[src/rtl/serial_sub_pkg.sv]
// Shared definitions for the bit-serial subtractor.
//   WIDTH_DEF : default operand/result width
//   CNT_W     : bit-counter width for the default width
//   state_t   : control FSM state encoding
//   cnt_width : counter width for an arbitrary operand width
package serial_sub_pkg;

  localparam int WIDTH_DEF = 16;
  localparam int CNT_W     = $clog2(WIDTH_DEF);

  typedef enum logic [1:0] {
    IDLE = 2'd0,
    RUN  = 2'd1,
    DONE = 2'd2
  } state_t;

  function automatic int cnt_width(input int w);
    return (w > 1) ? $clog2(w) : 1;
  endfunction

endpackage

[src/rtl/one_bit_subtractor.sv]
// One-bit full subtractor cell.
//   x  : minuend bit
//   y  : subtrahend bit
//   bi : borrow in
//   d  : difference bit
//   bo : borrow out
module one_bit_subtractor (
  input  logic x,
  input  logic y,
  input  logic bi,
  output logic d,
  output logic bo
);

  assign d  = x ^ y ^ bi;
  assign bo = (~x & y) | (~x & bi) | (y & bi);

endmodule

[src/rtl/serial_sub_16b.sv]
// Bit-serial subtractor: d = a - b - bin, one bit per cycle, LSB first.
//   clk, rst_n          : clock, asynchronous active-low reset
//   in_valid / in_ready : operand handshake (a, b, bin)
//   out_valid/out_ready : result handshake (d, bout, ovf, zero)
//   fsm_state           : current control state, for observation
//
// Handshake: a transfer happens on a rising edge where valid and ready are
// both high. in_ready is high only in IDLE, out_valid only in DONE; there
// is no same-cycle path from the result handshake to operand acceptance.
module serial_sub_16b
  import serial_sub_pkg::*;
#(
  parameter int WIDTH = WIDTH_DEF
) (
  input  logic             clk,
  input  logic             rst_n,
  input  logic             in_valid,
  output logic             in_ready,
  input  logic [WIDTH-1:0] a,
  input  logic [WIDTH-1:0] b,
  input  logic             bin,
  output logic             out_valid,
  input  logic             out_ready,
  output logic [WIDTH-1:0] d,
  output logic             bout,
  output logic             ovf,
  output logic             zero,
  output state_t           fsm_state
);

  localparam int CW = cnt_width(WIDTH);

  state_t           state;
  state_t           state_next;
  logic [CW-1:0]    cnt;
  logic [WIDTH-1:0] a_sh;
  logic [WIDTH-1:0] b_sh;
  logic             brw;
  logic             bit_d;
  logic             bit_bo;
  logic             last_bit;
  logic [WIDTH-1:0] d_final;

  one_bit_subtractor u_cell (
    .x  (a_sh[0]),
    .y  (b_sh[0]),
    .bi (brw),
    .d  (bit_d),
    .bo (bit_bo)
  );

  assign last_bit = (cnt == CW'(WIDTH - 1));
  // Difference bits are shifted into the vacated top of the minuend register,
  // so on the last bit the full result is the current diff bit over a_sh.
  assign d_final  = {bit_d, a_sh[WIDTH-1:1]};

  assign in_ready  = (state == IDLE);
  assign out_valid = (state == DONE);
  assign fsm_state = state;

  always_ff @(posedge clk or negedge rst_n) begin
    if (!rst_n) state <= IDLE;
    else        state <= state_next;
  end

  always_comb begin
    state_next = state;
    case (state)
      IDLE:    if (in_valid)  state_next = RUN;
      RUN:     if (last_bit)  state_next = DONE;
      DONE:    if (out_ready) state_next = IDLE;
      default:                state_next = IDLE;
    endcase
  end

  always_ff @(posedge clk or negedge rst_n) begin
    if (!rst_n) begin
      cnt  <= '0;
      a_sh <= '0;
      b_sh <= '0;
      brw  <= 1'b0;
      d    <= '0;
      bout <= 1'b0;
      ovf  <= 1'b0;
      zero <= 1'b0;
    end else begin
      case (state)
        IDLE: begin
          if (in_valid) begin
            a_sh <= a;
            b_sh <= b;
            brw  <= bin;
            cnt  <= '0;
          end
        end
        RUN: begin
          a_sh <= d_final;
          b_sh <= {1'b0, b_sh[WIDTH-1:1]};
          brw  <= bit_bo;
          cnt  <= cnt + 1'b1;
          if (last_bit) begin
            d    <= d_final;
            bout <= bit_bo;
            // On the last bit a_sh[0]/b_sh[0] are the operand sign bits.
            ovf  <= (a_sh[0] ^ b_sh[0]) & (bit_d ^ a_sh[0]);
            zero <= ~|d_final;
          end
        end
        default: ;
      endcase
    end
  end

endmodule

[config.mk]
export PLATFORM = sky130hd
export DESIGN_NAME = serial_sub_16b
export DESIGN_NICKNAME = d
export VERILOG_FILES = /design/src/rtl/serial_sub_pkg.sv /design/src/rtl/one_bit_subtractor.sv /design/src/rtl/serial_sub_16b.sv
export SDC_FILE = /design/constraint.sdc
export NUM_CORES = 1
export LEC_CHECK = 0
export ABC_AREA = 0
export CAP_MARGIN = 20
export CORE_MARGIN = 2
export CORE_UTILIZATION = 45
export DETAILED_ROUTE_END_ITERATION = 7
export PLACE_DENSITY = 0.75
export SLEW_MARGIN = 20
export SYNTH_ARGS = -nofsm -noshare
export SYNTH_HDL_FRONTEND = slang
export SYNTH_HIERARCHICAL = 1
export SYNTH_SLANG_ARGS = --single-unit
[constraint.sdc]
create_clock -name clk -period 1.5 [get_ports clk]
set_input_delay 0.15 -clock clk [delete_from_list [all_inputs] [get_ports clk]]
set_output_delay 0.15 -clock clk [all_outputs]
set_load 0.01 [all_outputs]
==> flow_summary.ini, run 1 <==
[run_status]
outcome = finished with violations
violations = setup timing

[route]
wl_per_cell_um = 15.67
drt_iter0_markers = 140
wl_mm = 6.189
drcViolationCount = 0
via_per_inst = 5.362
vias = 2118
ant_nets = 0
drtPass1Iterations = 4

[critical_path]
path_cells = inv_2, fa_1, inv_2, nand3b_1, o21ai_2, mux2_4
crit_type = flop to flop
cp_common_cell = inv_2
crit_arrival_ps = 1810
cpPeakStageDelay_ps = 550
worst_setup_path_end_kind = flop
cpMaxStageDelayCell = fa_1
worstPathMaxFanout = 5
crit_required_ps = 1730
cp-start-kind = flop

[cts]
clockBufferDepth = 2
clk_latency_ps = 340
htreeDepth = 3
cts_buffers = 9
tritoncts = built
cts_num_sinks = 58
path_clk_slew_ps = 70
ctsRootBufferMaster = clkbuf_8

[placed_design]
preCtsSetupSlack_ps = -25.84
place_area_um2 = 3472
gp_congestion = 0.8362
port_buffers = 59
place_hpwl_mm = 4.078

[pwr]
p_switching_mw = 2.302
combPwrFrac = 0.398
seqPwrFrac = 0.391
p_leak_nw = 1.638
p_clk_frac = 0.211
internal_power_mw = 4.692
p_sw_frac = 0.3291
vdd_drop_max_mv = 0.8832
power.density_nw_per_um2 = 1871

[timing]
worst_slew_pin_slew_ps = 354.6
finalCritPeriodShare = 1.054
setup_violations = 3
fin_worst_skew_ps = 7.558
fmax_mhz = 632.6
fin_crit_ps = 1581
hold_viol_final = 0
drv_slew = 0
setup_slack_ps = -80.86
rsz0062_at_grt = yes
max-slew-margin-rel = 0.7614

[logic_synthesis]
ys_warn_count = 6
synth_area_per_cell_um2 = 11.40
syn_nets = 278
synth_flop_cell = dfrtp_1
synth_edf_count = 0
post_synth_instance_area_um2 = 2725
synth_common_cells = 58 x dfrtp_1, 34 x o21ai_1, 31 x a22oi_1
yosysTopAreaCell = dfrtp_1
synth.yosys.seq_area_share = 0.5326
yosysTopAreaCellShare = 0.5326
async_flop_share = 1.000
synth_cell_types = 34
ys_seq_elements = 58
netlist_instances = 239
synthTopCellsByArea = dfrtp_1 53%, mux2_4 9.9%, a22oi_1 8.5%
yosysMostFrequentCell = dfrtp_1

[die]
dieArea_um2 = 6695
start_util = 0.4630
ioPinCount = 60
dieWidth_um = 81.82
coreArea_um2 = 5886
num_rows = 28
die_h_um = 81.82

[cells_and_area]
fillers = 471
fin_area_um2 = 3739
nets = 354
drive_gt1_frac = 0.2188
final_core_util = 0.6352
n_antenna_cell = 0
syn2layout_area_growth_pct = 37.19

[global_routing]
grt_pass1_wl_mm = 9.832
grt_overflow_total = 0
grt_usage = 0.2010
grt_start_max_net_pins = 59
antenna_found_initial = 0
first_global_vias = 2030

[job]
cap_violations = 0

[min_path]
hold_path.class = input pin to asynchronous set/reset pin
-- power by group through the flow --
stage	combinational, mW	clock, mW	sequential, mW
floorplan	1.53	0	2.72
global placement	2.46	0	2.72
detailed placement	2.54	0	2.75
CTS	2.63	1.51	2.73
global route	3.04	1.59	2.82
finish	2.79	1.48	2.73
-- cells by family after synthesis --
group / count (synthesis) / share of synthesized area
AOI/OAI and AO/OA: 84 / 0.1938
DFF: 58 / 0.5326
and+or+nand+nor: 51 / 0.09964
buffers and inverters: 23 / 0.05142
muxes: 21 / 0.1107
adders and majority gates: 2 / 0.01194
-- area by class of cell --
class / count / area [um^2] / area share
inverters: 6 / 22.52 / 0.006024
repair buffers: 82 / 809.5 / 0.2165
flip-flops and latches: 58 / 1453 / 0.3886
clock buffers: 11 / 151.4 / 0.04050
multi-input cells: 158 / 1156 / 0.3092
well taps: 75 / 93.84 / 0.02510
clock inverters: 5 / 52.55 / 0.01406
-- cell usage in the layout, fill, tap and decap left out, types with 2 or more instances in the layout --
cell type,synthesis,routed
dfrtp_1,58,57
clkdlybuf4s50_1,0,54
o21ai_1,34,34
a22oi_1,31,30
nand2_1,23,23
mux2_4,18,18
buf_4,4,16
nor2b_1,13,13
a21oi_1,12,12
clkbuf_8,0,11
inv_1,6,4
buf_12,2,4
nor4_1,4,3
clkinv_2,0,3
nor2_1,2,2
mux2i_1,2,2
clkbuf_2,0,2
buf_6,0,2
inv_2,0,2
-- critical path, delay by kind of cell (launching register included) --
family	cells	cell delay, ps
multiplexers	1	250
buffers and inverters	2	130
AO/OA/AOI/OAI	1	70
adder cells (fa/ha/maj)	1	550
AND/OR/NAND/NOR	1	110
flip-flops	1	370
-- timing repair --
action / 4_1_cts / 5_1_grt
pin swaps: 1 / 1
setup buffers: 2 / 2
endpoints found under the setup margin: 11 / 34
hold buffers: 1 / 0
hold endpoints to repair: 58 / 0
resized for setup: 5 / 11
-- worst paths after layout --
kind | start | end | slack [ps] | depth (start not counted)
worst min-delay path | rst_n | fsm_state[0] | 330 | 3
worst max-delay path | a_sh[0] | ovf | -80 | 6
worst max register to register | a_sh[0] | ovf | -80 | 6
max in group asynchronous | rst_n | bout | 910 | 3
worst min register to register | b_sh[7] | b_sh[7] | 490 | 2
min in group clk | out_ready | fsm_state[1] | 380 | 3
-- registers in the layout (all words and copies together), names as in the netlist --
signal     flops
a_sh          16
zero           1
d             16
b_sh          16
fsm_state      2
brw            1
cnt            4
bout           1
ovf            1
-- routing by layer --
metal / wire [um] / up-vias / track usage
met3: 369 / 14 / 0.06703
met1: 2738 / 1022 / 0.2714
met2: 2929 / 64 / 0.2911
met5: 0 / - / 0
li1: - / 1018 / -
met4: 151 / 0 / 0.09667
-- through the flow --
stage | total power [mW] | setup TNS [ps] | hold WS [ps] | instances
after floorplan | 4.242 | 0 | -145.6 | 239
after global placement | 5.185 | 0 | 175.8 | 374
after detailed placement | 5.288 | -40.29 | 174.0 | 374
after CTS | 6.870 | -29.93 | 332.6 | 393
after global routing | 7.449 | -293.6 | 394.9 | 395
final | 6.994 | -116.2 | 333.8 | 395
Power figures use the tool's default switching activity.
==> run 2, diff against run 1 <==
--- a/config.mk
+++ b/config.mk
@@ -10,6 +10,7 @@
 export CORE_MARGIN = 2
 export CORE_UTILIZATION = 45
 export DETAILED_ROUTE_END_ITERATION = 7
+export GPL_TIMING_DRIVEN = 0
 export PLACE_DENSITY = 0.75
 export SLEW_MARGIN = 20
 export SYNTH_ARGS = -nofsm -noshare
==> run 2 against run 1 <==
Compared with the run above: the run still ends with setup timing left; non-clock buffer count rose by 8; via count rose by 4.3%; register-to-register slack improved by 30 ps; count of clock-buffer cells in the layout fell by 1; clock skew rose by 4.4 ps; total power fell by 2.7%; final area rose by 1.3%; combinational power barely moved; core utilization rose by 0.85 points; sequential cell count did not move; cell count rose by 2.0%.
==> flow_summary.ini, run 2 (same netlist as run 1, synthesis figures left out) <==
[run_status]
outcome = finished with violations
violations = setup timing

[critical_path]
crit_path_start = b_sh[0]
path_cells = fa_1, inv_2, nand2b_1, o21ai_1, mux2_4
cpMaxStageDelayCell = fa_1
worstPathMaxFanout = 5
cp-endpoint = ovf
r2r_cells = 5
cp-start-kind = flop
worst_setup_path_end_kind = flop
crit_type = flop to flop
rr_endpoint = ovf
cpPeakStageDelay_ps = 490
crit_required_ps = 1720
cp_num_buf_inv = 1
rr_startpoint = b_sh[0]
crit_family = adder cells
crit_cells = 5
reg2reg_slack_ps = -50
crit_arrival_ps = 1770

[cts]
cts_num_sinks = 58
ctsRootBufferMaster = clkbuf_8
path_clk_slew_ps = 70
htreeDepth = 3
cts_buffers = 9
clockBufferDepth = 2
tritoncts = built
clk_latency_ps = 340

[timing]
fmax_mhz = 646.8
hold_slack_ps = 392.5
tns_ps = -346.5
rsz0062_at_grt = yes
setup_slack_ps = -45.97
finalCritPeriodShare = 1.031
fin_worst_skew_ps = 11.95
max-slew-margin-rel = 0.5204
fin_crit_ps = 1546
drv_slew = 0
setup_violations = 16
hold_viol_final = 0
worst_slew_pin_slew_ps = 719.3

[die]
dieWidth_um = 81.82
die_h_um = 81.82
start_util = 0.4630
dieArea_um2 = 6695
num_rows = 28
ioPinCount = 60
coreArea_um2 = 5886

[route]
wl_per_cell_um = 16.28
vias = 2209
via_per_inst = 5.481
drtPass1Iterations = 4
drcViolationCount = 0
drt_iter0_markers = 182
ant_nets = 0
wl_mm = 6.561

[pwr]
combPwrFrac = 0.406
p_sw_frac = 0.3436
seqPwrFrac = 0.404
p_clk_frac = 0.190
internal_power_mw = 4.469
vdd_drop_max_mv = 0.9336
p_switching_mw = 2.339
power_mw = 6.808
p_leak_nw = 1.632
power.density_nw_per_um2 = 1797

[global_routing]
grt_usage = 0.2117
first_global_vias = 2144
grt_pass1_wl_mm = 10.40
grt_start_max_net_pins = 59
grt_overflow_total = 0
antenna_found_initial = 0

[min_path]
hold_path.class = input pin to flop

[job]
cap_violations = 0

[cells_and_area]
multi_input_area_um2 = 1166
syn2layout_area_growth_pct = 39.03
fillers = 464
drive_gt1_frac = 0.2256
layout_commonest_cell = dfrtp_1
seqCellArea_um2 = 1451
final_core_util = 0.6437
layout_common_cells = 58 x dfrtp_1, 54 x clkdlybuf4s50_1, 35 x o21ai_1, 30 x a22oi_1, 23 x nand2_1
nets = 362
top_regs = a_sh (16), b_sh (16), d (16)
n_antenna_cell = 0

[placed_design]
port_buffers = 59
gp_congestion = 0.8152
place_hpwl_mm = 4.369
run 2: power groups by stage:
stage               combinational, mW  clock (mW)  sequential [mW]
global placement                 2.39           0             2.73
floorplan                        1.53           0             2.72
finish                           2.76        1.29             2.75
detailed placement               2.47           0             2.76
global route                     3.04        1.39             2.85
CTS                              2.63        1.31             2.73
run 2: worst min path at each step:
stage,start,endpoint,slack (ps),depth (start not counted)
2_1_floorplan,rst_n,a_sh[0],-150,0
3_3_place_gp,b_sh[2],b_sh[2],470,2
3_5_place_dp,rst_n,d[12],260,1
4_1_cts,out_ready,fsm_state[1],390,3
5_1_grt,out_ready,fsm_state[1],440,3
6_report,out_ready,fsm_state[1],390,3
run 2: final cells by class:
type | instances | share of cell area
Sequential cell | 58 | 0.3831
Multi-Input combinational cell | 158 | 0.3078
Tap cell | 75 | 0.02477
Clock inverter | 6 | 0.01090
Clock buffer | 10 | 0.03633
Timing Repair Buffer | 73 | 0.1919
Buffer | 17 | 0.03930
Inverter | 6 | 0.005945
run 2: through the flow:
step	cell area [um^2]	instances	setup WS, ps
6_report	3789	403	-45.97
5_1_grt	3789	403	-117.5
4_1_cts	3670	396	-11.79
3_5_place_dp	3407	373	-343.9
3_3_place_gp	3410	373	-1534
2_1_floorplan	2725	239	1.006
run 2: per-layer routing:
layer | global-route usage | part of all wire
met5 | 0 | 0
met3 | 0.04286 | 0.048
met1 | 0.2686 | 0.44
met4 | 0.1150 | 0.027
met2 | 0.3398 | 0.49
run 2: worst reg2reg max path: cells and delay by family (launching register included):
kind                     cells  cell delay (ps)
AND/OR/NAND/NOR              1              110
multiplexers                 1              250
adder cells (fa/ha/maj)      1              490
buffers and inverters        1              120
flip-flops                   1              410
AO/OA/AOI/OAI                1               60
run 2: timing repair:
item / CTS / global route
buffers inserted: 6 / 5
endpoints found under the hold margin: 58 / 0
resized for setup: 19 / 9
pin swaps: 1 / 1
setup endpoints to repair: 5 / 23
hold buffers: 1 / 0
gates cloned: 0 / 2
